$ cat config.mk
export PLATFORM = sky130hd
export DESIGN_NAME = display_scan_ctrl
export DESIGN_NICKNAME = d
export VERILOG_FILES = /design/src/rtl/display_scan_ctrl_pkg.sv /design/src/rtl/display_scan_ctrl_display.sv /design/src/rtl/display_scan_ctrl.sv
export SDC_FILE = /design/constraint.sdc
export NUM_CORES = 1
export LEC_CHECK = 0
export BUFFER_PORTS_ARGS = -buffer_cell sky130_fd_sc_hd__buf_2
export CAP_MARGIN = 10
export CORE_UTILIZATION = 35
export CTS_CLUSTER_DIAMETER = 120
export DETAILED_ROUTE_END_ITERATION = 6
export GPL_TIMING_DRIVEN = 0
export HOLD_SLACK_MARGIN = 0.12
export SLEW_MARGIN = 20
export SYNTH_ARGS = -nofsm -noshare
export SYNTH_HDL_FRONTEND = slang
export SYNTH_SLANG_ARGS = --single-unit
$ cat constraint.sdc
create_clock -name clock -period 3.4 [get_ports clock]
set_input_delay 0.17 -clock clock [delete_from_list [all_inputs] [get_ports clock]]
set_output_delay 0.17 -clock clock [all_outputs]
set_load 0.005 [all_outputs]
$ cat src/rtl/display_scan_ctrl_pkg.sv
// Shared types and helpers for the multiplexed 7-segment scan controller.
// Holds FSM encoding, the blank digit code and width helpers.
package display_scan_ctrl_pkg;

  typedef enum logic {
    OCIOSO,
    CONVERTE
  } estado_t;

  localparam logic [3:0] BLANK = 4'hF;

  // Counter width for values up to n-1, never narrower than 1 bit.
  function automatic int larg(input int n);
    return (n < 2) ? 1 : $clog2(n);
  endfunction

endpackage

$ cat src/rtl/display_scan_ctrl_display.sv
// BCD to 7-segment decoder, active-low {a,b,c,d,e,f,g}.
// Any non-decimal code, including the blank code, turns all segments off.
module Display (
  input  logic [3:0] digito,
  output logic [6:0] seg
);

  always_comb begin
    case (digito)
      4'd0:    seg = 7'b0000001;
      4'd1:    seg = 7'b1001111;
      4'd2:    seg = 7'b0010010;
      4'd3:    seg = 7'b0000110;
      4'd4:    seg = 7'b1001100;
      4'd5:    seg = 7'b0100100;
      4'd6:    seg = 7'b0100000;
      4'd7:    seg = 7'b0001111;
      4'd8:    seg = 7'b0000000;
      4'd9:    seg = 7'b0000100;
      default: seg = 7'b1111111;
    endcase
  end

endmodule

$ cat src/rtl/display_scan_ctrl.sv
// Binary to BCD (double dabble, one bit per clock) feeding a
// time-multiplexed bank of 7-segment digits through one shared decoder.
module display_scan_ctrl
  import display_scan_ctrl_pkg::*;
#(
  parameter int WIDTH       = 16,
  parameter int NUM_DIG     = 4,
  parameter int REFRESH_DIV = 50000
) (
  input  logic               clock,
  input  logic               reset_n,
  input  logic [WIDTH-1:0]   valor,
  input  logic               carregar,
  input  logic               apaga_zeros,
  output logic               ocupado,
  output logic               estouro,
  output logic [6:0]         seg,
  output logic [NUM_DIG-1:0] an
);

  localparam int BW = 4 * NUM_DIG;
  localparam int CW = larg(WIDTH + 1);
  localparam int PW = larg(REFRESH_DIV);
  localparam int IW = larg(NUM_DIG);
  localparam logic [NUM_DIG-1:0] AN0 = ~NUM_DIG'(1);

  estado_t          state_q, state_d;
  logic [WIDTH-1:0] bin_q, bin_nx;
  logic [BW-1:0]    bcd_q, bcd_nx, adj;
  logic [CW-1:0]    cnt_q;
  logic             ovf_q, shout;
  logic [BW-1:0]    dig_q;
  logic             estouro_q;
  logic             fim;

  logic [PW-1:0]      pre_q;
  logic [IW-1:0]      idx_q;
  logic [6:0]         seg_q, dec;
  logic [NUM_DIG-1:0] an_q, blank;
  logic [3:0]         nib;
  logic               hi_zero;

  assign fim = (cnt_q == CW'(1));

  always_ff @(posedge clock or negedge reset_n) begin
    if (!reset_n) state_q <= OCIOSO;
    else          state_q <= state_d;
  end

  always_comb begin
    state_d = state_q;
    unique case (state_q)
      OCIOSO:   if (carregar) state_d = CONVERTE;
      CONVERTE: if (fim)      state_d = OCIOSO;
      default:  state_d = OCIOSO;
    endcase
  end

  always_comb begin
    ocupado = (state_q == CONVERTE);
  end

  // Add-3 on every nibble >= 5, then shift {bcd, bin} left once.
  always_comb begin
    adj = bcd_q;
    for (int i = 0; i < NUM_DIG; i++) begin
      if (bcd_q[4*i +: 4] >= 4'd5)
        adj[4*i +: 4] = bcd_q[4*i +: 4] + 4'd3;
    end
    {shout, bcd_nx, bin_nx} = {adj, bin_q, 1'b0};
  end

  always_ff @(posedge clock or negedge reset_n) begin
    if (!reset_n) begin
      bin_q     <= '0;
      bcd_q     <= '0;
      cnt_q     <= '0;
      ovf_q     <= 1'b0;
      dig_q     <= '0;
      estouro_q <= 1'b0;
    end else if (state_q == OCIOSO) begin
      if (carregar) begin
        bin_q <= valor;
        bcd_q <= '0;
        ovf_q <= 1'b0;
        cnt_q <= CW'(WIDTH);
      end
    end else begin
      bin_q <= bin_nx;
      bcd_q <= bcd_nx;
      ovf_q <= ovf_q | shout;
      cnt_q <= cnt_q - CW'(1);
      if (fim) begin
        dig_q     <= bcd_nx;
        estouro_q <= ovf_q | shout;
      end
    end
  end

  // Walk from the top digit down, tracking whether everything above is zero.
  always_comb begin
    blank   = '0;
    hi_zero = 1'b1;
    for (int i = NUM_DIG - 1; i >= 0; i--) begin
      hi_zero  = hi_zero && (dig_q[4*i +: 4] == 4'd0);
      blank[i] = estouro_q || (apaga_zeros && (i > 0) && hi_zero);
    end
  end

  always_comb begin
    nib = dig_q[4*int'(idx_q) +: 4];
    if (blank[idx_q]) nib = BLANK;
  end

  Display u_dec (
    .digito (nib),
    .seg    (dec)
  );

  always_ff @(posedge clock or negedge reset_n) begin
    if (!reset_n) begin
      pre_q <= '0;
      idx_q <= '0;
      seg_q <= 7'b0000001;
      an_q  <= AN0;
    end else begin
      if (pre_q == PW'(REFRESH_DIV - 1)) begin
        pre_q <= '0;
        if (idx_q == IW'(NUM_DIG - 1)) idx_q <= '0;
        else                           idx_q <= idx_q + IW'(1);
      end else begin
        pre_q <= pre_q + PW'(1);
      end
      seg_q <= dec;
      an_q  <= ~(NUM_DIG'(1) << idx_q);
    end
  end

  assign seg     = seg_q;
  assign an      = an_q;
  assign estouro = estouro_q;

endmodule

==> results of run 1 <==
==> worst paths after layout <==
path	end	depth (start not counted)
hold / removal	bin_q[14]	3
hold reg to reg	pre_q[0]	1
max in group asynchronous	cnt_q[2]	3
setup reg to reg	seg[3]	7
min in group asynchronous	pre_q[6]	2
setup / recovery	seg[3]	7
==> sequential cells by signal, summed over array words and instances (netlist names) <==
| register | flops |
|---|---|
| seg | 7 |
| bin_q | 16 |
| bcd_q | 16 |
| dig_q | 16 |
| ocupado | 1 |
| cnt_q | 5 |
| ovf_q | 1 |
| idx_q | 2 |
| an | 4 |
| pre_q | 16 |
| estouro | 1 |
==> tightest hold or removal path: stages <==
cell	delay [ns]
buf_2	0.08
mux2i_1	0.05
o21ai_0	0.14
==> placed cells by master, fill, tap and decap left out, drive strengths merged, types with 4 or more instances in the layout <==
cell / netlist / final
nand2: 38 / 38
mux4: 4 / 4
mux2: 13 / 13
a21o: 11 / 11
nand2b: 6 / 6
a21oi: 15 / 15
clkbuf: 15 / 27
inv: 18 / 18
nand3b: 8 / 8
nor3: 9 / 9
or3: 4 / 4
xnor2: 9 / 9
mux2i: 29 / 29
buf: 5 / 37
o21ai: 37 / 37
and3: 4 / 4
nor2: 11 / 11
and4: 5 / 5
dfrtp: 81 / 81
dlygate4sd3: 0 / 6
nor3b: 13 / 13
ha: 20 / 20
xor2: 7 / 7
nand3: 6 / 6
dfstp: 4 / 4
==> through the flow <==
stage	hold WS [ns]	setup WS (ns)	utilization (%)	total power, mW	instance area [sq um]
final	0.135	0.876	42.3	4.16	5050
after global routing	0.153	0.757	42.3	4.48	5050
after detailed placement	0.232	0.879	38.9	3.06	4650
after floorplan	-0.126	1.06	-	2.65	4290
after global placement	0.433	0.928	38.7	2.99	4630
after CTS	0.128	0.854	42.3	4.21	5050
==> what timing repair did <==
action / 4_1_cts / 5_1_grt
hold buffers: 6 / 0
buffers inserted: 0 / 0
hold endpoints to repair: 49 / 0
setup endpoints to repair: 0 / 0
==> metal layers <==
metal / global-route usage (%) / vias up / wire length, microns
met3: 3.70 / 12 / 322
met4: 5.60 / 0 / 134
met5: 0 / - / 0
met1: 19.3 / 1464 / 4070
li1: - / 1495 / -
met2: 23.8 / 59 / 3890
==> cell families (layout without fill, tap and decap cells) <==
| group | Yosys count | count (layout) |
|---|---|---|
| flip-flops | 85 | 85 |
| AO/OA/AOI/OAI | 73 | 73 |
| AND/OR/NAND/NOR | 119 | 119 |
| multiplexers | 46 | 46 |
| adder cells (fa/ha/maj) | 20 | 20 |
| buffers and inverters | 38 | 92 |
| XOR/XNOR | 16 | 16 |
==> final cells by class <==
class                   count  area, sq um
repair buffers             38          238
inverters                  18         67.6
plain buffers              20         83.8
well taps                 147          184
multi-input cells         274         2010
clock inverters             4         97.6
flip-flops and latches     85         2130
fillers                  1116         6910
clock buffers              12          246
==> power by group through the flow <==
| stage | logic (mW) | clock network (mW) | registers [mW] |
|---|---|---|---|
| finish | 1.45 | 1.13 | 1.58 |
| global route | 1.66 | 1.19 | 1.63 |
| CTS | 1.48 | 1.15 | 1.59 |
| detailed placement | 1.46 | 0 | 1.60 |
| global placement | 1.41 | 0 | 1.58 |
| floorplan | 1.11 | 0 | 1.53 |
==> reports/qor.txt, run 1 <==
CP top delay family: multiplexers
Dominant synthesized flop cell: dfrtp_1
R2r setup slk: 0.88 ns
Logic pwr share: 34.9%
Compound-gate portion of the synthesized area: 9.83%
Combinational family with the most area after synthesis: simple AND/OR/NAND/NOR gates
I/O Buffers: 31
Top cells by instance count after synthesis: 81 x dfrtp_1, 38 x nand2_1, 37 x o21ai_0
Pwr Density: 823 nW/um^2
Reg power frac: 38.1%
Cell Area, Synth: 4290 sq um
Final Hold Fails: 0
DR DRC count: 0
CTS buffer count: 9
Die X-Extent: 113 microns
Final Setup Violations: 0
Via density: 5.07
Multiplexer share of the synthesized area: 12.5%
CP Capture Type: flop
CP peak stage delay: 0.64 ns
Share of the synthesized area in the top cell type: 47.3%
Aggregate routed wire length: 8410 microns
Placed Cells: 576
Vias after detailed routing: 3030
ANT nets after route: 0
Core area: 12000 sq um
Layout cells sized above 1: 15.7%
Accumulated negative setup slack: 0 ns
CP max FO: 7
First-pass GRT wire length: 14800 microns
Total GRT Usage: 14.8%
Syn Nets: 437
WP data arrival: 2.72 ns
Most area-consuming cells after synthesis: dfrtp_1 47%, mux2i_1 6.8%, ha_1 5.8%
Initial antenna violation count: 0
Leading cell type by number of instances after synthesis: dfrtp_1
Leak pwr: 2.37 nW
Per-cell routed wire length: 14.1 microns
XOR/XNOR Fraction of Synth Area: 3.27%
GP Congestion: 0.826
Sw frac: 33.0%
R2r startpoint: idx_q[0]
Htree depth: 3
Antenna Diode Count: 0
Tcrit/Tclk final: 74.2%
Die Y: 113 microns
Post-DP HPWL: 6050 microns
Nets@finish: 486
Post-synth cell types: 45
Req. time, crit path: 3.60 ns
P_sw: 1.37 mW
Post-layout minimum cycle time: 2.52 ns
Slowest cell on the critical path: mux4_1
Non-filler instance count after layout: 598
Largest net degree at the start of global routing: 50
Root Driver: clkbuf_16
Largest buffer count on any clock path: 2
Clock transition at path regs: 0.06 ns
Avg Inst Size Synth: 10.8 sq um
Post-CTS Resized: 0
Internal: 2.79 mW
Clock sinks: 85
Drt pass-1 iters: 4
Skew final: 0.00741 ns
Core Rows: 40
Clk pwr share: 27.0%
#FFs+latches synth: 85
Die Area: 12700 sq um
Number of global-route vias before repair: 3125
Synth Warn #: 0
Slew margin rel.: 54.6%
Synth area leader: dfrtp_1
Final Slew Violations: 0
Simple-gate share of the synthesized area: 15.4%
GRT overflow: 0
Gate Count Post-Synth: 397
Bufs and invs on worst path: 1
Maximum clock rate: 396 MHz
Status: finished, final reports clean
Worst VDD drop: 0.000334 V
Layout area overhead: 17.9%
Min-delay worst type: input pin to flop
Startpoint Class: flop
Clk Latency, worst-skew pair: 0.34 ns
Unrepaired setup endpoints after global routing: no
Critical path type: flop to flop
MaxCap Viol Count: 0
Top-level I/O count: 33
Post-synthesis adder-cell area fraction: 5.83%
Hold Startpoint: valor[14]
CP cell instances: buf_6 > mux4_1 > or3_1 > ha_1 > mux2_2 > o21ai_0 > nand3b_1
Worst slew pin tran: 0.682 ns
Starting Density: 35.9%
CTS tree: yes
Initial DRC Count: 207
Async SR Flop Fraction: 100%
Post-synthesis sequential area ratio: 49.7%
EDFF count, synth: 0
Critical Path Start: idx_q[0]
(Power assumes the default switching activity.)
==> run 2: changes to the inputs <==
==> constraint.sdc (replaced) <==
create_clock -name clock -period 2.28 [get_ports clock]
set_input_delay 0.114 -clock clock [delete_from_list [all_inputs] [get_ports clock]]
set_output_delay 0.114 -clock clock [all_outputs]
set_load 0.005 [all_outputs]
==> run 2 against run 1 <==
Against the previous run:
- fmax increased by 14%
- combinational power rose by 60%
- clock skew increased by 0.0022 ns
- first-iteration DRC count down 32%
- critical endpoint unchanged
- sequential power increased by 51%
- core utilization increased by 1.3 points
- die area did not move
==> reports/qor.txt, run 2 (synthesis results as in run 1) <==
ANT nets after route: 0
Final Setup Violations: 0
Antenna Diode Count: 0
Starting Density: 35.9%
DR DRC count: 0
Core area: 12000 sq um
Leak pwr: 2.41 nW
Layout cells sized above 1: 18.5%
Via density: 5.04
I/O Buffers: 31
R2r setup slk: 0.06 ns
Clk Latency, worst-skew pair: 0.35 ns
Min-delay worst type: input pin to flop
Initial DRC Count: 140
Aggregate routed wire length: 8720 microns
Clock transition at path regs: 0.06 ns
Most common cell after layout, fill and taps aside: dfrtp_1
Nets@finish: 501
Post-DP HPWL: 6070 microns
Worst VDD drop: 0.000459 V
Total GRT Usage: 15.3%
Die Y: 113 microns
Drt pass-1 iters: 5
WP data arrival: 2.42 ns
Htree depth: 3
Critical path type: flop to flop
Die X-Extent: 113 microns
Most frequent cells in the layout: 81 x dfrtp_1, 38 x nand2_1, 35 x o21ai_0, 31 x buf_2, 29 x mux2i_1
Unrepaired setup endpoints after global routing: yes
CP Capture Type: flop
Startpoint Class: flop
Per-cell routed wire length: 14.2 microns
Die Area: 12700 sq um
CTS tree: yes
Initial antenna violation count: 0
CP max FO: 7
GRT overflow: 0
Top-level I/O count: 33
Number of global-route vias before repair: 3057
Worst slew pin tran: 0.728 ns
Maximum clock rate: 451 MHz
CTS buffer count: 9
MaxCap Viol Count: 0
Status: finished, final reports clean
Tcrit/Tclk final: 97.3%
Layout area overhead: 21.6%
Final Slew Violations: 0
Post-layout minimum cycle time: 2.22 ns
First-pass GRT wire length: 15100 microns
Root Driver: clkbuf_16
GP Congestion: 0.773
Vias after detailed routing: 3090
Req. time, crit path: 2.48 ns
Pwr Density: 1180 nW/um^2
Accumulated negative setup slack: 0 ns
Skew final: 0.00966 ns
Largest net degree at the start of global routing: 49
Final Hold Fails: 0
Clock sinks: 85
Slew margin rel.: 51.5%
Largest buffer count on any clock path: 2
Core Rows: 40
Total design power: 6.17 mW
run 2: cell count changes in the layout (fill, tap and decap cells not counted), moves of 2 or more:
cell           change
mux4_2             +2
o21ai_2            +2
or3_4              +2
dlygate4sd3_1     +10
bufinv_16          -2
nor3_1             -2
buf_4              +5
o21ai_0            -2
mux4_1             -2
ha_1               -2
run 2: timing repair:
action                     CTS  global route
hold buffers                16             0
cloned                       0             0
setup endpoints to repair    3             3
setup buffers                3             2
pin swaps                    1             0
resized for setup            5             9
hold endpoints to repair    52             0
run 2: area by class of cell:
cell class / count / area, sq um
Inverter: 18 / 67.6
Buffer: 20 / 83.8
Clock buffer: 13 / 250
Clock inverter: 3 / 45.0
Tap cell: 147 / 184
Sequential cell: 85 / 2130
Timing Repair Buffer: 53 / 383
Fill cell: 1079 / 6750
Multi-Input combinational cell: 274 / 2070
run 2: path summary, 6_finish.rpt:
path / start / endpoint / depth (start not counted)
setup / recovery: idx_q[0] / seg[3] / 8
hold / removal: valor[15] / bin_q[15] / 3
setup reg to reg: idx_q[0] / seg[3] / 8
hold reg to reg: pre_q[0] / pre_q[0] / 1
max in group asynchronous: reset_n / an[2] / 3
min in group asynchronous: reset_n / bin_q[9] / 2
run 2: power by group:
| part | total, mW | switching (mW) | internal (mW) |
|---|---|---|---|
| registers | 2.38 | 0.374 | 2.01 |
| logic | 2.32 | 1.17 | 1.15 |
| clock network | 1.47 | 0.585 | 0.880 |
| total | 6.17 | 2.13 | 4.04 |
run 2: through the flow:
| step | cell area [sq um] | setup WS [ns] | instances | utilization [%] | hold WS [ns] |
|---|---|---|---|---|---|
| finish | 5210 | 0.0623 | 613 | 43.6 | 0.140 |
| global route | 5210 | -0.00391 | 613 | 43.6 | 0.167 |
| global placement | 4620 | -0.0970 | 575 | 38.6 | 0.380 |
| CTS | 5150 | -0.0270 | 611 | 43.0 | 0.140 |
| detailed placement | 4650 | -0.140 | 576 | 38.9 | 0.123 |
| floorplan | 4280 | 0.0130 | 397 | - | -0.182 |
run 2: routing by layer:
| layer | share of wire [%] | track usage [%] | up-vias | routed length (microns) |
|---|---|---|---|---|
| li1 | - | - | 1520 | - |
| met1 | 46 | 19.7 | 1522 | 4010 |
| met2 | 49 | 25.1 | 35 | 4300 |
| met3 | 2.4 | 2.62 | 13 | 211 |
| met4 | 2.3 | 7.47 | 0 | 200 |
| met5 | 0 | 0 | - | 0 |
run 2: worst max-delay path: stages, from the launching register on:
cell and delay, ns:
dfrtp_1 0.40, buf_6 0.14, o21a_1 0.20, o211a_4 0.26, or3_4 0.39, ha_4 0.22, mux2_2 0.27, o21ai_2 0.10
nand3b_1 0.08
==> run 3: changes to the inputs <==
--- a/config.mk
+++ b/config.mk
@@ -12,6 +12,7 @@
 export DETAILED_ROUTE_END_ITERATION = 6
 export GPL_TIMING_DRIVEN = 0
 export HOLD_SLACK_MARGIN = 0.12
+export REMOVE_ABC_BUFFERS = 1
 export SLEW_MARGIN = 20
 export SYNTH_ARGS = -nofsm -noshare
 export SYNTH_HDL_FRONTEND = slang
==> run 3 against run 2 <==
Against the previous run:
- die area unchanged
- sequential share of layout area decreased by 0.14 points
- critical path depth unchanged
- design area increased by 0.46%
- non-clock buffer count decreased by 12
- power increased by 0.73%
- largest cell class unchanged
==> reports/qor.txt, run 3 (synthesis results as in run 1) <==
Status: finished, final reports clean
Cell Area, Placed: 4600 sq um
RR Endpoint: seg[3]
Starting Density: 35.9%
Aggregate routed wire length: 8070 microns
Die X-Extent: 113 microns
Startpoint Class: flop
GP Congestion: 0.764
Fill cells: 1133
Met1 GRT Util: 17.3%
Min-delay worst type: input pin to async pin
CP Capture Type: flop
Maximum clock rate: 442 MHz
Leak pwr: 2.43 nW
Die Area: 12700 sq um
CTS tree: yes
Core Rows: 40
Slowest cell on the critical path: dfrtp_2
Register area: 2130 sq um
WP depth: 8
Layout area overhead: 22.1%
Req. time, crit path: 2.48 ns
Clock sinks: 85
CP top delay family: compound AO/OA/AOI/OAI gates
DR DRC count: 0
Clk pwr share: 24.7%
Critical path type: flop to flop
I/O Buffers: 32
Most frequent cells in the layout: 79 x dfrtp_1, 38 x nand2_1, 35 x o21ai_0, 31 x buf_2, 29 x mux2i_1
Pre-CTS setup slack: -0.347 ns
Pwr Density: 1190 nW/um^2
Nets@finish: 490
Final Slew Violations: 0
Via density: 5.02
Tcrit/Tclk final: 99.3%
Sw frac: 33.3%
ANT nets after route: 0
CP peak stage delay: 0.45 ns
First-pass GRT wire length: 14300 microns
Skew final: 0.00607 ns
P_sw: 2.07 mW
Critical Path Start: idx_q[0]
R2R cell count: 8
Total GRT Usage: 14.0%
Post-Layout Inst Area: 5240 sq um
Internal: 4.15 mW
Core area: 12000 sq um
Met2 usage: 23.9%
Drt pass-1 iters: 4
CTS buffer count: 9
Worst Setup EP: seg[3]
Worst VDD drop: 0.000623 V
Largest buffer count on any clock path: 2
Htree depth: 3
Clock transition at path regs: 0.06 ns
Bufs and invs on worst path: 1
MaxCap Viol Count: 0
R2r startpoint: idx_q[0]
Layout cells sized above 1: 21.1%
Die Y: 113 microns
CP cell instances: buf_6 > o21a_1 > o211a_4 > or3_4 > ha_4 > mux2_2 > o21ai_2 > nand3b_1
Final Setup Violations: 0
Vias after detailed routing: 3021
Clk Latency, worst-skew pair: 0.33 ns
Area of the multi-input gates: 2080 sq um
Slew margin rel.: 49.6%
Final Util: 43.8%
Final Hold Fails: 0
Number of global-route vias before repair: 3061
WP data arrival: 2.46 ns
Post-layout minimum cycle time: 2.26 ns
Initial DRC Count: 92
Root Driver: clkbuf_16
Initial antenna violation count: 0
Largest net degree at the start of global routing: 50
Logic pwr share: 36.1%
GRT overflow: 0
Worst slew pin tran: 0.755 ns
Post-route setup slack: 0.0154 ns
Antenna Diode Count: 0
Layer with the highest usage: met2
Top-level I/O count: 33
Reg power frac: 39.2%
Most common cell after layout, fill and taps aside: dfrtp_1
Per-cell routed wire length: 13.4 microns
M3 GR Usage: 3.86%
Unrepaired setup endpoints after global routing: yes
Post-DP HPWL: 5220 microns
CP max FO: 5
R2r setup slk: 0.02 ns
## run 3: routing by layer
metal | vias to the layer above | share of wire (%)
met2 | 40 | 49
li1 | 1505 | -
met3 | 9 | 2.8
met5 | - | 0
met1 | 1467 | 48
met4 | 0 | 0.99
## run 3: final cells by class
type / instances / share of cell area [%]
clock buffers: 10 / 4.37
clock inverters: 6 / 1.65
inverters: 18 / 1.29
multi-input cells: 275 / 39.7
flip-flops and latches: 85 / 40.8
well taps: 147 / 3.51
repair buffers: 61 / 8.77
## run 3: worst min-delay path by stage
stage                     cells past startpoint        start        to
after CTS                                     3  apaga_zeros    seg[0]
after detailed placement                      1      reset_n  bin_q[8]
after global routing                          2      reset_n  bin_q[8]
after floorplan                               0      reset_n     an[0]
final                                         2      reset_n  bin_q[8]
after global placement                        3     valor[0]  bin_q[0]
## run 3: timing repair
action	4_1_cts	5_1_grt
setup endpoints to repair	25	16
gates resized for setup	3	16
endpoints found under the hold margin	52	0
cloned	1	0
pin swaps	2	5
buffers inserted	3	7
hold buffers	17	0
## run 3: metrics by stage
step | hold slack, ns | std cells | power (mW) | TNS (ns)
floorplan | -0.182 | 377 | 3.91 | -10.35
global placement | 0.362 | 556 | 4.37 | -26.49
detailed placement | 0.120 | 558 | 4.49 | -5.15
CTS | 0.272 | 595 | 6.14 | -0.278
global route | 0.329 | 602 | 6.71 | -0.155
finish | 0.285 | 602 | 6.22 | 0
## run 3: power by group through the flow
stage / Combinational (mW) / Clock (mW) / Sequential, mW
detailed placement: 2.05 / 0 / 2.44
global route: 2.55 / 1.63 / 2.53
global placement: 1.90 / 0 / 2.47
floorplan: 1.54 / 0 / 2.37
CTS: 2.12 / 1.59 / 2.43
finish: 2.24 / 1.54 / 2.44
